$ cat src/rtl/mult_div_ctrl.sv
// Issue/commit controller for the EX-stage multiply/divide unit.
// Owns HI/LO, stalls EX while an operation is in flight, handles flush and watchdog.
module mult_div_ctrl #(
    parameter int TIMEOUT = 64
) (
    input  logic        clk,
    input  logic        rst,
    input  logic        ex_valid,
    input  logic [5:0]  ex_funct,
    input  logic [31:0] ex_operand_1,
    input  logic [31:0] ex_operand_2,
    input  logic        flush,
    output logic        stall_req,
    output logic [31:0] hilo_rdata,
    output logic [5:0]  md_funct,
    output logic [31:0] md_operand_1,
    output logic [31:0] md_operand_2,
    output logic        md_flush,
    input  logic        md_done,
    input  logic [63:0] md_result,
    output logic [31:0] hi,
    output logic [31:0] lo,
    output logic        timeout
);

    localparam logic [5:0] F_MFHI = 6'h10;
    localparam logic [5:0] F_MTHI = 6'h11;
    localparam logic [5:0] F_MFLO = 6'h12;
    localparam logic [5:0] F_MTLO = 6'h13;
    localparam int         CW     = $clog2(TIMEOUT + 1);

    typedef enum logic [1:0] {IDLE, BUSY, DONE} state_t;

    state_t        state;
    logic [CW-1:0] wd_cnt;
    logic          is_md;
    logic          launch;

    assign is_md     = (ex_funct[5:2] == 4'b0110);
    assign launch    = (state == IDLE) && ex_valid && is_md && !flush;
    assign stall_req = launch || (state == BUSY);

    always_comb begin
        hilo_rdata = 32'h0;
        case (ex_funct)
            F_MFHI:  hilo_rdata = hi;
            F_MFLO:  hilo_rdata = lo;
            default: hilo_rdata = 32'h0;
        endcase
    end

    always_ff @(posedge clk or posedge rst) begin
        if (rst) begin
            state        <= IDLE;
            wd_cnt       <= '0;
            hi           <= 32'h0;
            lo           <= 32'h0;
            md_funct     <= 6'h0;
            md_operand_1 <= 32'h0;
            md_operand_2 <= 32'h0;
            md_flush     <= 1'b0;
            timeout      <= 1'b0;
        end else begin
            md_flush <= 1'b0;
            timeout  <= 1'b0;
            case (state)
                IDLE: begin
                    if (flush) begin
                        md_flush <= 1'b1;
                        md_funct <= 6'h0;
                    end else if (ex_valid) begin
                        if (is_md) begin
                            md_funct     <= ex_funct;
                            md_operand_1 <= ex_operand_1;
                            md_operand_2 <= ex_operand_2;
                            wd_cnt       <= '0;
                            state        <= BUSY;
                        end else if (ex_funct == F_MTHI) begin
                            hi <= ex_operand_1;
                        end else if (ex_funct == F_MTLO) begin
                            lo <= ex_operand_1;
                        end
                    end
                end
                BUSY: begin
                    // wd_cnt == 0 marks the first BUSY cycle, where md_done may be stale
                    if (flush) begin
                        state    <= IDLE;
                        md_flush <= 1'b1;
                        md_funct <= 6'h0;
                    end else if (md_done && (wd_cnt != '0)) begin
                        {hi, lo} <= md_result;
                        md_funct <= 6'h0;
                        state    <= DONE;
                    end else if (wd_cnt == CW'(TIMEOUT - 1)) begin
                        state    <= IDLE;
                        timeout  <= 1'b1;
                        md_flush <= 1'b1;
                        md_funct <= 6'h0;
                    end else begin
                        wd_cnt <= wd_cnt + CW'(1);
                    end
                end
                DONE: begin
                    state <= IDLE;
                end
                default: begin
                    state <= IDLE;
                end
            endcase
        end
    end

endmodule
$ cat config.mk
export PLATFORM = sky130hd
export DESIGN_NAME = mult_div_ctrl
export DESIGN_NICKNAME = d
export VERILOG_FILES = /design/src/rtl/mult_div_ctrl.sv
export SDC_FILE = /design/constraint.sdc
export NUM_CORES = 1
export LEC_CHECK = 0
export CORE_UTILIZATION = 42
export CTS_CLUSTER_DIAMETER = 40
export DETAILED_ROUTE_END_ITERATION = 7
export PLACE_DENSITY = 0.79
export SLEW_MARGIN = 10
export SYNTH_ARGS = -nofsm -noshare
export SYNTH_HDL_FRONTEND = slang
export SYNTH_SLANG_ARGS = --single-unit
$ cat constraint.sdc
create_clock -name clk -period 5.8 [get_ports clk]
set_input_delay 1.16 -clock clk [delete_from_list [all_inputs] [get_ports clk]]
set_output_delay 1.16 -clock clk [all_outputs]
set_load 0.02 [all_outputs]
==> qor.txt <==
Mapped Nets -> 646
CTS Buf Count -> 17
Post-layout util -> 67.4%
Die outline width -> 130 um
CP required -> 4.64 ns
Port Buf Inserts -> 307
CTS resizes -> 0
Hold-fix buffers, CTS -> 0
Final Hold Viols -> 0
Vias post-DR -> 5415
Largest net degree at the start of global routing -> 109
CP Class -> input pin to output pin
Clock slew at reported path FFs -> 0.06 ns
Crit path arrival time -> 3.66 ns
Non-Filler Instances -> 1036
Most common cell after layout, fill and taps aside -> clkdlybuf4s50_1
Period utilization -> 83.1%
Power Density -> 338 nW/um^2
Critical path peak fanout -> 30
Post-synth ARST share -> 100%
Nets -> 949
Avg WL per Cell -> 19.2 um
Status -> completed
# fillers -> 1168
# IOs -> 308
Min-delay src -> md_funct[5]$_DFFE_PP0P_
Slew Limit Headroom -> 23.4%
Post-synth EDFFs -> 0
Fin area -> 10700 um^2
Synth Cell Area -> 6860 um^2
Worst R2R End -> hi[8]$_DFFE_PP0P_
Hold WS -> 0.491 ns
Hold WC Path Type -> flop to flop
Layout cells sized above 1 -> 29.3%
Hold path depth -> 1
Residual DRC -> 0
GRT Total Usage -> 24.3%
CTS max path bufs -> 2
Final Slew Violations -> 0
Initial antenna violation count -> 0
Clock Sinks -> 145
First-pass GRT wire length -> 30.5 mm
Synth Instances -> 505
Worst Skew -> 0.00854 ns
Min cycle time layout -> 4.82 ns
Cell Area, Placed -> 10200 um^2
Fin Setup TNS -> 0 ns
Synthesized flop and latch total -> 145
Synth Flop Type -> dfrtp_1
Die area -> 16900 um^2
CTS tree -> yes
Setup WS pre-CTS -> 1.02 ns
Final WS setup -> 0.982 ns
Pre-antenna DRT Iters -> 4
Root Driver -> clkbuf_16
Leak Pwr -> 4.48 nW
DR vias/cell -> 5.23
Tot Pwr -> 3.63 mW
Routed Antenna Nets -> 0
Post-placement cell count -> 1005
Starting Density -> 43.0%
Area grow syn2layout -> 56.5%
Hold Path End -> md_funct[5]$_DFFE_PP0P_
Die Y -> 130 um
Worst Tran Pin Value -> 1.15 ns
RSZ-0062 raised after global routing -> false
Post-synth cell types -> 38
Worst setup EP type -> output pin
Setup Fix Bufs, Post-CTS -> 0
Number of global-route vias before repair -> 5720
# rows -> 46
Total Wirelength -> 19.9 mm
Worst r2r src -> state[0]$_DFFE_PP0P_
Most frequent cells in the layout -> 306 x clkdlybuf4s50_1, 193 x mux2_2, 145 x dfrtp_1, 36 x nor2_1, 33 x mux2i_1
HPWL after detailed placement -> 14.0 mm
Reg2Reg Setup Slack -> 2.68 ns
Max-capacitance violation count -> 0
Clk_lat worst skew -> 0.42 ns
Gr ovfl total -> 0
Ant. Diodes -> 0
R2R cell count -> 5
Routability cong. -> 0.861
Synthesized area per cell -> 13.6 um^2
Initial DRC count -> 281
CP startpoint kind -> input pin
Fmax -> 208 MHz
Final setup violation count -> 0
Sequential share of the synthesized area -> 52.9%
Yosys warns -> 0
Core Region -> 15900 um^2
CTS H-tree lvls -> 4
VDD IR max -> 236 uV
logic make-up (layout without fill, tap and decap cells):
family	after synthesis	in the layout	synth area share, %
mux	226	226	36.5
flops	145	145	52.9
simple gates	71	71	4.92
buf+inv	34	349	2.13
compound gates	27	27	3.21
fa+ha+maj	2	2	0.365
power breakdown:
group          internal, mW  switching (mW)
Sequential             1.23           0.172
Clock                 0.633           0.432
Combinational         0.649           0.519
cell usage after synthesis (2+ instances only):
master,n,area [um^2]
mux2_2,193,2170
dfrtp_1,145,3630
nor2_1,37,139
mux2i_1,33,330
clkbuf_1,14,52.6
buf_2,9,45.0
nor3_1,7,35.0
nand2_1,6,22.5
buf_1,5,18.8
inv_1,5,18.8
nand3_1,5,25.0
o21ai_0,5,25.0
a31oi_1,4,25.0
a21boi_0,3,22.5
a2bb2oi_1,3,26.3
nand2b_1,3,18.8
a21o_1,2,15.0
a22o_1,2,17.5
and2_1,2,12.5
ha_1,2,25.0
nor3b_1,2,15.0
o21a_1,2,15.0
critical path: stages:
cell and delay [ns]:
clkdlybuf4s50_1 0.48, nor4b_1 0.67, nand2b_1 0.23, buf_4 0.32, nor2_1 0.15, clkdlybuf4s50_1 0.63
worst max path at each step:
stage,cells after the start,end,slack (ns),startpoint
after floorplan,1,hi[0]$_DFFE_PP0P_,0.75,rst
after global routing,6,hilo_rdata[25],0.85,ex_funct[3]
after CTS,6,hilo_rdata[8],1.02,ex_funct[3]
after detailed placement,6,hilo_rdata[25],1.02,ex_funct[3]
final,6,hilo_rdata[25],0.98,ex_funct[3]
after global placement,6,hilo_rdata[10],1.13,ex_funct[3]
final cells by class:
type | count | area (um^2) | area share (%)
repair buffers | 313 | 3110 | 29.0
multi-input cells | 326 | 3130 | 29.2
clock buffers | 19 | 433 | 4.03
flip-flops and latches | 145 | 3630 | 33.8
well taps | 216 | 270 | 2.52
inverters | 5 | 23.8 | 0.221
clock inverters | 12 | 139 | 1.29
state kept, by name, summed over array words and instances, names as in the netlist:
signal,flops
md_operand_2,32
md_operand_1,32
hi,32
wd_cnt,7
state,2
md_flush,1
lo,32
timeout,1
md_funct,6
routing by layer:
layer | part of all wire, % | up-vias | global-route usage, %
met1 | 39 | 2727 | 28.1
li1 | - | 2438 | -
met2 | 51 | 218 | 42.6
met5 | 0 | - | 0
met3 | 7.3 | 32 | 6.85
met4 | 2.1 | 0 | 9.30
Note: power is estimated with default switching activity, not from simulation.
